## src/rtl/div_32b_seq.sv

```systemverilog
// Sequential unsigned restoring divider: one quotient bit per cycle, MSB first.
// Divide-by-zero completes immediately with an all-ones quotient and a flag.
module div_32b_seq #(
    parameter int unsigned WIDTH = 32
) (
    input  logic             clk,
    input  logic             reset,
    input  logic             start,
    input  logic [WIDTH-1:0] dividend,
    input  logic [WIDTH-1:0] divisor,
    output logic [WIDTH-1:0] quotient,
    output logic [WIDTH-1:0] remainder,
    output logic             busy,
    output logic             done,
    output logic             div_by_zero
);

    typedef enum logic [1:0] {IDLE, CALC, DONE} state_t;

    localparam logic [5:0] LAST = 6'(WIDTH - 1);

    state_t           state_q, state_d;
    logic [5:0]       cnt_q;
    logic [WIDTH-1:0] dvd_q;
    logic [WIDTH-1:0] dvs_q;
    logic [WIDTH-1:0] rem_q;
    logic [WIDTH:0]   trial;
    logic             q_bit;
    logic [WIDTH-1:0] rem_nxt;
    logic [WIDTH-1:0] quo_nxt;
    logic             accept;

    assign accept = start && (state_q != CALC);

    always_ff @(posedge clk or posedge reset) begin
        if (reset) begin
            state_q <= IDLE;
        end else begin
            state_q <= state_d;
        end
    end

    always_comb begin
        state_d = state_q;
        unique case (state_q)
            IDLE, DONE: begin
                if (start) begin
                    state_d = (divisor == '0) ? DONE : CALC;
                end else if (state_q == DONE) begin
                    state_d = IDLE;
                end
            end
            CALC: begin
                if (cnt_q == LAST) begin
                    state_d = DONE;
                end
            end
            default: state_d = IDLE;
        endcase
    end

    // Quotient bits shift into the dividend register as dividend bits shift out.
    always_comb begin
        trial   = {rem_q, dvd_q[WIDTH-1]} - {1'b0, dvs_q};
        q_bit   = ~trial[WIDTH];
        rem_nxt = q_bit ? trial[WIDTH-1:0] : {rem_q[WIDTH-2:0], dvd_q[WIDTH-1]};
        quo_nxt = {dvd_q[WIDTH-2:0], q_bit};
    end

    always_ff @(posedge clk or posedge reset) begin
        if (reset) begin
            cnt_q       <= '0;
            dvd_q       <= '0;
            dvs_q       <= '0;
            rem_q       <= '0;
            quotient    <= '0;
            remainder   <= '0;
            div_by_zero <= 1'b0;
        end else if (accept) begin
            if (divisor == '0) begin
                quotient    <= '1;
                remainder   <= dividend;
                div_by_zero <= 1'b1;
            end else begin
                dvd_q <= dividend;
                dvs_q <= divisor;
                rem_q <= '0;
                cnt_q <= '0;
            end
        end else if (state_q == CALC) begin
            dvd_q <= quo_nxt;
            rem_q <= rem_nxt;
            cnt_q <= cnt_q + 6'd1;
            if (cnt_q == LAST) begin
                quotient    <= quo_nxt;
                remainder   <= rem_nxt;
                div_by_zero <= 1'b0;
            end
        end
    end

    assign busy = (state_q == CALC);
    assign done = (state_q == DONE);

endmodule

```

## config.mk

```make
export PLATFORM = sky130hd
export DESIGN_NAME = div_32b_seq
export DESIGN_NICKNAME = d
export VERILOG_FILES = /design/src/rtl/div_32b_seq.sv
export SDC_FILE = /design/constraint.sdc
export NUM_CORES = 1
export LEC_CHECK = 0
export BUFFER_PORTS_ARGS = -buffer_cell sky130_fd_sc_hd__buf_2
export CAP_MARGIN = 20
export CORE_ASPECT_RATIO = 0.75
export CORE_MARGIN = 1.5
export CORE_UTILIZATION = 25
export CTS_CLUSTER_DIAMETER = 40
export DETAILED_ROUTE_END_ITERATION = 16
export PLACE_DENSITY = 0.53
export SYNTH_ARGS = -nofsm -noshare
export SYNTH_HDL_FRONTEND = slang
export SYNTH_SLANG_ARGS = --single-unit
```

## constraint.sdc

```tcl
create_clock -name clk -period 17.8 [get_ports clk]
set_input_delay 3.56 -clock clk [delete_from_list [all_inputs] [get_ports clk]]
set_output_delay 3.56 -clock clk [all_outputs]
set_load 0.02 [all_outputs]
```

==> out/metrics.yaml, run 1 <==
status: "completed"
cts_num_sinks: 169
mostFrequentLayoutCell: "sky130_fd_sc_hd__dfrtp_1"
vias: 8694
tightest_slew_ps: 898
core_area_um2: 38500
library_cell_contributing_the_largest_single_delay_on_the_critical_path: "sky130_fd_sc_hd__buf_4"
dpl_worst_slack_ps: 11130
stdcell_area_um2: 11600
power_per_cell_area_nw_per_um2: 243
syn_inst: 1143
fillerInstances: 4158
die-area_um2: 40400
drtAntennaViolNets: 0
worst-path-max-fanout: 89
power_frac_clock_pct: 14.1
synth.top_cell.area_share_pct: 43.2
final_nets: 1334
max_rail_drop_vdd_v: 0.000125
worstHoldPathCells: 2
worst_hold_endpoint: "remainder[4]"
grt_overflow: 0
detail_route.vias_per_cell: 4.95
critPathLaunchType: "input pin"
post_cts_resize_count: 0
max-clock-path-buffers: 2
grt_max_degree: 105
synth.cell_area_um2: 9790
synth-seq-cells: 169
flow.area_growth_from_synthesis_pct: 18.0
worst_slew_margin_rel_pct: 39.6
synth-edff-count: 0
syn_area_per_cell_um2: 8.57
achievable_clock_frequency_mhz: 164
detailedRoute.firstIterationViolations: 788
routedWlPerCell_um: 17.7
htree_num_levels: 4
share_of_the_yosys_chip_area_belonging_to_registers_pct: 43.2
timing.critical_path.to_type: "flop"
io_buffers: 133
comb_power_share_pct: 61.8
multiInputGateArea_um2: 5090
vertical_die_dimension_um: 174
tritoncts: "done"
yosys_most_used_dff: "sky130_fd_sc_hd__dfrtp_1"
die_width_um: 232
top_level_ports: 134
seqPwrFrac_pct: 24.1
netlist_top_cells_area: "sky130_fd_sc_hd__dfrtp_1, sky130_fd_sc_hd__nand2_1, sky130_fd_sc_hd__o21ai_0"
grt_setup_unrepaired: "no"
crit_chain: "buf_2 > nor4_1 > nand2_1 > nor4_2 > nor2_4 > nor2_4 > buf_4 > a21oi_1 > a21o_1"
fin_ws_ps: 11710
timing.reg2reg.worst_path_depth: 13
final_max_tran_viols: 0
timing.hold.worst.class: "flop to flop"
critical_path_at_ps: 6430
grt_antenna_before_repair: 0
row_count: 62
syn-num-nets: 1244
final.min_clock_period_ps: 6090
final_period_util_pct: 34.2
worst_skew_pair.late_latency_ps: 450
switchingPower_mw: 1.36
hold_violations: 0
drv.max_cap_violation_count: 0
synth_largest_area_cell: "sky130_fd_sc_hd__dfrtp_1"
routed_wl_mm: 31.1
remaining_drc_errors: 0
reg2reg_from: "dvd_q[31]"
leakagePower_nw: 4.84
flop_to_flop_setup_slack_ps: 13360
start_util_pct: 25.4
ys.warnings.count: 0
worst_ep_required_time_ps: 18140
detailedRoute.firstPassIterationCount: 5
timing.rr.end: "remainder[31]"
gp_congestion: 0.851
finish.utilization_pct: 30.0
post-cts-setup-buffer-count: 0
place_hpwl_mm: 22.6
cell_internal_pwr_mw: 1.45
timing.final.setup_violations: 0
number_of_global_route_vias_before_repair: 8297
critical_path.max_stage_delay_ps: 720
yosys.cell_types.count: 67
total_negative_slack_for_setup_checks_ps: 0
grtUsageTotal_pct: 15.7
synth_async_sr_flop_share_pct: 100
power.share.switching_pct: 48.4
cts_root_buffer: "sky130_fd_sc_hd__clkbuf_16"
grt_first_pass_wirelength_mm: 48.7
hp-start: "remainder[4]"
antenna_cells: 0
layout.cells.most_common_list: "sky130_fd_sc_hd__dfrtp_1, sky130_fd_sc_hd__nand2_1, sky130_fd_sc_hd__buf_2"
worst_path_most_repeated_cell: "sky130_fd_sc_hd__nor2_4"
timing.setup.critical_path_class: "input pin to flop"
cts-hold-fix-buffers: 0
clock-skew-final_ps: 9.02
final_layout_size_suffix_gt1_share_pct: 15.8
cts_inserted_buffers: 17
dpl_cell_area_um2: 10900
seqCellArea_um2: 4230
worst_setup_hold_path_clk_slew_ps: 70
[cells by family (layout without fill, tap and decap cells)]
group / after synthesis / in the layout / share of synthesized area, %
AO/OA/AOI/OAI: 334 / 334 / 20.7
buffers and inverters: 125 / 228 / 5.23
AND/OR/NAND/NOR: 409 / 409 / 19.1
flip-flops: 169 / 169 / 43.2
XOR/XNOR: 26 / 26 / 2.59
multiplexers: 46 / 46 / 4.72
adder cells (fa/ha/maj): 34 / 34 / 4.42
[worst max path at each step]
stage / start / end / cells after the start
2_1_floorplan: reset / cnt_q[0] / 1
6_report: divisor[10] / dvd_q[13] / 9
3_3_place_gp: divisor[10] / dvd_q[11] / 9
4_1_cts: divisor[29] / dvd_q[8] / 8
3_5_place_dp: divisor[29] / dvd_q[24] / 8
5_1_grt: divisor[10] / dvd_q[13] / 9
[per-stage QoR]
| step | hold WS, ps | cells | total power, mW |
|---|---|---|---|
| 4_1_cts | 481 | 1757 | 2.82 |
| 3_3_place_gp | 460 | 1725 | 2.39 |
| 5_1_grt | 510 | 1758 | 3.05 |
| 6_report | 475 | 1758 | 2.81 |
| 2_1_floorplan | 450 | 1143 | 1.97 |
| 3_5_place_dp | 465 | 1725 | 2.41 |
[critical path, delay by kind of cell]
kind	cells	cell delay, ps
and+or+nand+nor	5	1730
buffers and inverters	2	820
AOI/OAI and AO/OA	2	270
[Yosys cell counts, drive strengths merged (4+ instances only)]
cell type / count
a2111oi: 6
a211oi: 15
a21o: 21
a21oi: 96
a22o: 4
a31o: 4
a31oi: 26
buf: 24
clkbuf: 54
dfrtp: 169
ha: 33
inv: 47
mux2i: 45
nand2: 165
nand2b: 8
nand3: 27
nand3b: 8
nand4: 9
nor2: 106
nor2b: 9
nor3: 26
nor3b: 10
nor4: 12
o211ai: 5
o21a: 5
o21ai: 109
o21bai: 6
o22ai: 6
o41ai: 4
or3: 16
xnor2: 16
xor2: 10
[registers in the layout, indices dropped and copies added (netlist names)]
signal / count
dvs_q: 32
quotient: 32
div_by_zero: 1
rem_q: 32
remainder: 32
dvd_q: 32
state_q: 2
cnt_q: 6
[layout make-up]
| class | instances | share of cell area (%) |
|---|---|---|
| clock buffers | 21 | 4.07 |
| well taps | 512 | 5.54 |
| multi-input cells | 849 | 44.0 |
| repair buffers | 149 | 6.97 |
| clock inverters | 11 | 1.26 |
| flip-flops and latches | 169 | 36.6 |
| inverters | 47 | 1.57 |
[layer usage]
layer	global-route usage, %	routed length (um)	part of all wire (%)	up-vias
met5	0	0	0	-
met4	3.19	284	0.91	0
met2	24.0	14000	45	249
li1	-	-	-	4229
met1	22.7	15100	49	4189
met3	2.95	1630	5.3	27
[power by group through the flow]
stage | combinational [mW] | sequential (mW) | clock, mW
after floorplan | 1.26 | 0.709 | 0
after global placement | 1.70 | 0.683 | 0
after detailed placement | 1.73 | 0.684 | 0
after CTS | 1.73 | 0.679 | 0.405
after global routing | 1.93 | 0.700 | 0.421
final | 1.74 | 0.679 | 0.395
No activity file was read; power rests on OpenSTA's default activity.
==> run 2, diff against run 1 <==
Settings changed: ABC_AREA set to 1.
Clock period 17.8 ns to 5.8 ns, I/O delays scaled along.
==> out/metrics.yaml, run 2 <==
routedWlPerCell_um: 14.8  # was 17.7 um
top_level_ports: 134  # unchanged
critPathLaunchType: "input pin"  # unchanged
number_of_global_route_vias_before_repair: 9391  # was 8297
syn_area_per_cell_um2: 6.82  # was 8.57 um^2
ys.warnings.count: 0  # unchanged
worst_hold_endpoint: "dvs_q[0]"  # was remainder[4]
hp-start: "dvs_q[0]"  # was remainder[4]
critical_path.max_stage_delay_ps: 550  # was 720 ps
io_buffers: 133  # unchanged
worstSetupStartpoint: "divisor[18]"  # was divisor[10]
cts_root_buffer: "sky130_fd_sc_hd__clkbuf_16"  # unchanged
worst_ep_required_time_ps: 6130  # was 18140 ps
fillerInstances: 4674  # was 4158
final_nets: 1774  # was 1334
switchingPower_mw: 4.16  # was 1.36 mW
synth.top_cells.by_count: "sky130_fd_sc_hd__nand2_1, sky130_fd_sc_hd__inv_1, sky130_fd_sc_hd__dfrtp_1, sky130_fd_sc_hd__nor2_1, sky130_fd_sc_hd__nand3_1"  # was sky130_fd_sc_hd__dfrtp_1, sky130_fd_sc_hd__nand2_1, sky130_fd_sc_hd__nor2_1, sky130_fd_sc_hd__o21ai_0, sky130_fd_sc_hd__a21oi_1
vertical_die_dimension_um: 182  # was 174 um
syn_inst: 1566  # was 1143
worst_path_most_repeated_cell: "sky130_fd_sc_hd__nor2_2"  # was sky130_fd_sc_hd__nor2_4
grt_setup_unrepaired: "no"  # unchanged
core_area_um2: 42000  # was 38500 um^2
netlist_top_cells_area: "sky130_fd_sc_hd__dfrtp_1, sky130_fd_sc_hd__nand2_1, sky130_fd_sc_hd__inv_1"  # was sky130_fd_sc_hd__dfrtp_1, sky130_fd_sc_hd__nand2_1, sky130_fd_sc_hd__o21ai_0
worstHoldPathCells: 2  # unchanged
worst-path-max-fanout: 53  # was 89
seqPwrFrac_pct: 24.3  # was 24.1%
library_cell_contributing_the_largest_single_delay_on_the_critical_path: "sky130_fd_sc_hd__nor4_1"  # was sky130_fd_sc_hd__buf_4
dpl_cell_area_um2: 11900  # was 10900 um^2
cts_inserted_buffers: 17  # unchanged
gp_congestion: 0.916  # was 0.851
power.share.switching_pct: 51.1  # was 48.4%
routed_wl_mm: 33.3  # was 31.1 mm
max_rail_drop_vdd_v: 0.000279  # was 0.000125 V
cell_internal_pwr_mw: 3.97  # was 1.45 mW
finish.utilization_pct: 29.7  # was 30.0%
mostFrequentLayoutCell: "sky130_fd_sc_hd__nand2_1"  # was sky130_fd_sc_hd__dfrtp_1
grt_overflow: 0  # unchanged
multiInputGateArea_um2: 5100  # was 5090 um^2
syn-num-nets: 1667  # was 1244
synthMostInstantiatedCell: "sky130_fd_sc_hd__nand2_1"  # was sky130_fd_sc_hd__dfrtp_1
worst_skew_pair.late_latency_ps: 450  # about the same
flow.area_growth_from_synthesis_pct: 16.8  # was 18.0%
synth_async_sr_flop_share_pct: 100  # unchanged
hold_violations: 0  # unchanged
detailedRoute.firstIterationViolations: 712  # was 788
stdcell_area_um2: 12500  # was 11600 um^2
drtAntennaViolNets: 0  # unchanged
timing.final.setup_violations: 0  # unchanged
synth-edff-count: 0  # unchanged
tightest_slew_ps: 989  # was 898 ps
die-area_um2: 44000  # was 40400 um^2
status: "completed"  # unchanged
share_of_the_yosys_chip_area_belonging_to_registers_pct: 39.6  # was 43.2%
htree_num_levels: 4  # unchanged
synth.cell_area_um2: 10700  # was 9790 um^2
seqCellArea_um2: 4230  # unchanged
detailedRoute.firstPassIterationCount: 5  # unchanged
power_per_cell_area_nw_per_um2: 652  # was 243 nW/um^2
critical_path_at_ps: 4000  # was 6430 ps
post-cts-setup-buffer-count: 0  # unchanged
timing.setup.critical_path_class: "input pin to flop"  # unchanged
post_cts_resize_count: 0  # unchanged
cts_num_sinks: 169  # unchanged
critical_path_buffers_and_inverters: 4  # was 2
reg2reg_from: "state_q[0]"  # was dvd_q[31]
total_negative_slack_for_setup_checks_ps: 0  # unchanged
timing.hold.worst.class: "flop to flop"  # unchanged
flop_to_flop_setup_slack_ps: 2880  # was 13360 ps
layout.cells.most_common_list: "sky130_fd_sc_hd__nand2_1, sky130_fd_sc_hd__inv_1, sky130_fd_sc_hd__dfrtp_1"  # was sky130_fd_sc_hd__dfrtp_1, sky130_fd_sc_hd__nand2_1, sky130_fd_sc_hd__buf_2
synth.top_cell.area_share_pct: 39.6  # was 43.2%
final_layout_size_suffix_gt1_share_pct: 14.1  # was 15.8%
comb_power_share_pct: 60.9  # was 61.8%
yosys.cell_types.count: 39  # was 67
power_frac_clock_pct: 14.9  # was 14.1%
remaining_drc_errors: 0  # unchanged
vias: 9814  # was 8694
cts-hold-fix-buffers: 0  # unchanged
synth_largest_area_cell: "sky130_fd_sc_hd__dfrtp_1"  # unchanged
place_hpwl_mm: 25.5  # was 22.6 mm
cp_top_family: "simple AND/OR/NAND/NOR gates"  # unchanged
grt_max_degree: 170  # was 105
grt_first_pass_wirelength_mm: 52.7  # was 48.7 mm
die_width_um: 242  # was 232 um
timing.critical_path.to_type: "flop"  # unchanged
final_period_util_pct: 63.3
start_util_pct: 25.4  # about the same
worst_slew_margin_rel_pct: 34.1  # was 39.6%
grt_antenna_before_repair: 0  # unchanged
clock-skew-final_ps: 12.7  # was 9.02 ps
yosys_most_used_dff: "sky130_fd_sc_hd__dfrtp_1"  # unchanged
worst_setup_hold_path_clk_slew_ps: 70  # about the same
grtUsageTotal_pct: 15.5  # was 15.7%
max-clock-path-buffers: 2  # unchanged
synth-seq-cells: 169  # unchanged
crit_chain: "buf_2 > nor4_1 > nand3_1 > nor2_2 > nor2_4 > nor2_2 > buf_4 > inv_2 > buf_12 > a21oi_1 > nor2_1"  # was buf_2 > nor4_1 > nand2_1 > nor4_2 > nor2_4 > nor2_4 > buf_4 > a21oi_1 > a21o_1
achievable_clock_frequency_mhz: 272
final.min_clock_period_ps: 3670
detail_route.vias_per_cell: 4.35  # was 4.95
timing.rr.end: "remainder[0]"  # was remainder[31]
timing.reg2reg.worst_path_depth: 12  # was 13
leakagePower_nw: 7.07  # was 4.84 nW
tritoncts: "done"  # unchanged
row_count: 65  # was 62
drv.max_cap_violation_count: 0  # unchanged
final_max_tran_viols: 0  # unchanged
[run 2: kinds of logic (layout without fill, tap and decap cells)]
kind of cell | count (synthesis) | after routing | share of synthesized area, %
and+or+nand+nor | 854 | 854 | 34.8
buffers and inverters | 337 | 457 | 12.7
DFF | 169 | 169 | 39.6
AOI/OAI and AO/OA | 155 | 155 | 7.46
adders and majority gates | 34 | 34 | 4.06
xor gates and xnor gates | 17 | 17 | 1.39
other | 0 | 1 | 0
[run 2: worst reg2reg max path, stage by stage (launching register included)]
cell and delay, ps:
sky130_fd_sc_hd__dfrtp_1 420, sky130_fd_sc_hd__inv_2 100, sky130_fd_sc_hd__nor2_4 70, sky130_fd_sc_hd__inv_2 80, sky130_fd_sc_hd__nand2_2 290, sky130_fd_sc_hd__inv_2 130
sky130_fd_sc_hd__buf_4 470, sky130_fd_sc_hd__nand2_2 290, sky130_fd_sc_hd__nand2_2 130, sky130_fd_sc_hd__buf_4 550, sky130_fd_sc_hd__or2_0 220, sky130_fd_sc_hd__nand2_1 60
sky130_fd_sc_hd__inv_1 50
[run 2: worst max-delay path by stage]
stage / depth (start not counted) / slack [ps] / end
6_report: 11 / 2130 / cnt_q[4]
5_1_grt: 11 / 1940 / cnt_q[4]
4_1_cts: 11 / 2110 / cnt_q[4]
3_5_place_dp: 11 / 1620 / cnt_q[4]
3_3_place_gp: 11 / 1620 / cnt_q[4]
2_1_floorplan: 1 / 60 / cnt_q[0]
[run 2: layer usage]
| metal | track usage, % | wire [um] |
|---|---|---|
| met1 | 22.4 | 16600 |
| met2 | 23.3 | 14200 |
| met3 | 3.47 | 2150 |
| met4 | 3.35 | 366 |
| met5 | 0 | 0 |
[run 2: per-stage QoR]
stage               power (mW)  std cells  hold slack, ps  setup WS, ps
floorplan                 5.68       1566             446          64.9
global placement          6.85       2223             481          1620
detailed placement        6.91       2223             492          1620
CTS                       8.16       2255             506          2110
global route              8.96       2255             530          1940
finish                    8.13       2256             507          2130
[run 2: area by class of cell]
cell class	instances	share of cell area [%]
clock inverter	9	1.09
sequential	169	33.9
multi-input combinational	1060	40.9
antenna	1	0.0201
tap	569	5.71
timing repair buffer	141	6.02
clock buffer	23	3.75
inverter	284	8.59
[run 2: power by group through the flow]
stage	registers, mW	logic [mW]	clock network (mW)
after floorplan	2.13	3.55	0
after global placement	1.99	4.86	0
after detailed placement	1.99	4.91	0
after CTS	1.98	4.94	1.24
after global routing	2.03	5.64	1.29
final	1.97	4.94	1.21
==> run 3, diff against run 2 <==
Settings changed: ABC_AREA 1 to 0.
Clock period 5.8 ns to 3.55 ns, I/O delays scaled along.
==> out/metrics.yaml, run 3 (synthesis gave the netlist of run 1 again) <==
final_max_tran_viols: 0  # unchanged
comb_power_share_pct: 63.0  # was 60.9%
grt_setup_unrepaired: "no"  # unchanged
stdcell_area_um2: 11600  # was 12500 um^2
detail_route.vias_per_cell: 5.00  # was 4.35
detailedRoute.firstIterationViolations: 692  # was 712
grt_first_pass_wirelength_mm: 49.9  # was 52.7 mm
timing.final.setup_violations: 0  # unchanged
final_layout_size_suffix_gt1_share_pct: 16.5  # was 14.1%
switchingPower_mw: 6.91  # was 4.16 mW
max_rail_drop_vdd_v: 0.000810  # was 0.000279 V
achievable_clock_frequency_mhz: 300
fin_hold_ws_ps: 420  # was 507 ps
io_buffers: 133  # unchanged
timing.reg2reg.worst_path_depth: 11  # was 12
detailedRoute.firstPassIterationCount: 5  # unchanged
core_area_um2: 38500  # was 42000 um^2
worst_ep_required_time_ps: 3940  # was 6130 ps
row_count: 62  # was 65
start_util_pct: 25.4  # about the same
place_hpwl_mm: 23.9  # was 25.5 mm
fillerInstances: 4174  # was 4674
power_per_cell_area_nw_per_um2: 1220  # was 652 nW/um^2
htree_num_levels: 4  # unchanged
routed_wl_mm: 32.0  # was 33.3 mm
final_nets: 1347  # was 1774
max-clock-path-buffers: 2  # unchanged
critPathLaunchType: "flop"  # was input pin
seqPwrFrac_pct: 24.1  # was 24.3%
drv.max_cap_violation_count: 0  # unchanged
cts_inserted_buffers: 17  # unchanged
cts_root_buffer: "sky130_fd_sc_hd__clkbuf_16"  # unchanged
status: "completed"  # unchanged
vertical_die_dimension_um: 174  # was 182 um
cts_num_sinks: 169  # unchanged
gp_congestion: 0.872  # was 0.916
grt_overflow: 0  # unchanged
grt_antenna_before_repair: 0  # unchanged
top_level_ports: 134  # unchanged
critical_path_at_ps: 3730  # was 4000 ps
cell_internal_pwr_mw: 7.35  # was 3.97 mW
leakagePower_nw: 4.89  # was 7.07 nW
timing.critical_path.to_type: "flop"  # unchanged
timing.setup.critical_path_class: "flop to flop"  # was input pin to flop
drtAntennaViolNets: 0  # unchanged
flow.area_growth_from_synthesis_pct: 18.9  # was 16.8%
total_negative_slack_for_setup_checks_ps: 0  # unchanged
tritoncts: "done"  # unchanged
dpl_cell_area_um2: 11100  # was 11900 um^2
final.min_clock_period_ps: 3340
layout.cells.most_common_list: "sky130_fd_sc_hd__dfrtp_1, sky130_fd_sc_hd__nand2_1, sky130_fd_sc_hd__buf_2"  # was sky130_fd_sc_hd__nand2_1, sky130_fd_sc_hd__inv_1, sky130_fd_sc_hd__dfrtp_1
report.power.total_mw: 14.3  # was 8.13 mW
final_period_util_pct: 94.0
worst_slew_margin_rel_pct: 47.0  # was 34.1%
power.share.switching_pct: 48.4  # was 51.1%
die-area_um2: 40400  # was 44000 um^2
seqCellArea_um2: 4230  # unchanged
clock-skew-final_ps: 10.4  # was 12.7 ps
vias: 8855  # was 9814
routedWlPerCell_um: 18.1  # was 14.8 um
grtUsageTotal_pct: 16.2  # was 15.5%
multiInputGateArea_um2: 5100  # about the same
power_frac_clock_pct: 13.0  # was 14.9%
grt_max_degree: 101  # was 170
cts-hold-fix-buffers: 0  # unchanged
tightest_slew_ps: 793  # was 989 ps
die_width_um: 232  # was 242 um
worst_skew_pair.late_latency_ps: 450  # about the same
worst_setup_hold_path_clk_slew_ps: 70  # about the same
number_of_global_route_vias_before_repair: 8464  # was 9391
worst-path-max-fanout: 22  # was 53
antenna_cells: 0  # was 1
post-cts-setup-buffer-count: 0  # unchanged
remaining_drc_errors: 0  # unchanged
mostFrequentLayoutCell: "sky130_fd_sc_hd__dfrtp_1"  # was sky130_fd_sc_hd__nand2_1
hold_violations: 0  # unchanged
timing.hold.worst.class: "input pin to async pin"  # was flop to flop
[run 3: cell types whose count changed in the layout (fill, tap and decap cells not counted), sizes merged, moves of 15 or more]
cell and delta:
a211oi +15, a21o +20, a21oi +49, a31oi +24
buf +21, inv -240, mux2i +45, nand2 -389
nand3 -100, nor3 +19, or2 -32, or3 +16
xnor2 +15
[run 3: cell type report]
| type | instances | area share (%) |
|---|---|---|
| inverters | 47 | 1.55 |
| repair buffers | 162 | 8.08 |
| clock inverters | 8 | 0.838 |
| well taps | 512 | 5.50 |
| flip-flops and latches | 169 | 36.3 |
| clock buffers | 23 | 3.93 |
| multi-input cells | 849 | 43.8 |
[run 3: what timing repair did]
item,in CTS,in global routing
endpoints found under the setup margin,0,22
hold endpoints to repair,0,0
resized for setup,0,3
[run 3: worst max-delay path: stages, from the launching register on]
cell	delay, ps
sky130_fd_sc_hd__dfrtp_1	370
sky130_fd_sc_hd__inv_1	60
sky130_fd_sc_hd__ha_1	230
sky130_fd_sc_hd__fa_1	410
sky130_fd_sc_hd__nand2b_1	180
sky130_fd_sc_hd__a21oi_1	280
sky130_fd_sc_hd__o21ai_1	210
sky130_fd_sc_hd__a21oi_1	280
sky130_fd_sc_hd__o21ai_4	150
sky130_fd_sc_hd__buf_4	260
sky130_fd_sc_hd__o41ai_1	580
sky130_fd_sc_hd__o32a_1	240
[run 3: path summary, 6_finish.rpt]
check | startpoint | endpoint | slack [ps]
hold reg to reg | div_by_zero | div_by_zero | 470
max in group asynchronous | reset | dvd_q[12] | 2350
min in group clk | div_by_zero | div_by_zero | 470
setup / recovery | dvd_q[31] | remainder[15] | 210
setup reg to reg | dvd_q[31] | remainder[15] | 210
hold / removal | reset | remainder[11] | 420
[run 3: power by group through the flow]
stage | sequential (mW) | combinational [mW] | clock [mW]
CTS | 3.43 | 8.92 | 1.90
finish | 3.43 | 8.98 | 1.85
floorplan | 3.56 | 6.34 | 0
global route | 3.53 | 9.94 | 1.98
global placement | 3.45 | 8.81 | 0
detailed placement | 3.46 | 8.88 | 0
[run 3: through the flow]
step | std cells | util, % | setup slack (ps)
floorplan | 1143 | - | 685
detailed placement | 1738 | 28.7 | 134
CTS | 1769 | 30.2 | 101
finish | 1770 | 30.3 | 212
global route | 1770 | 30.3 | 12.8
global placement | 1738 | 28.7 | 200
[run 3: metal layers]
metal | GRT usage (%) | vias to the layer above | part of all wire [%]
met1 | 23.3 | 4338 | 49
met5 | 0 | - | 0
li1 | - | 4269 | -
met3 | 2.67 | 21 | 4.3
met2 | 25.1 | 227 | 46
met4 | 3.70 | 0 | 0.94
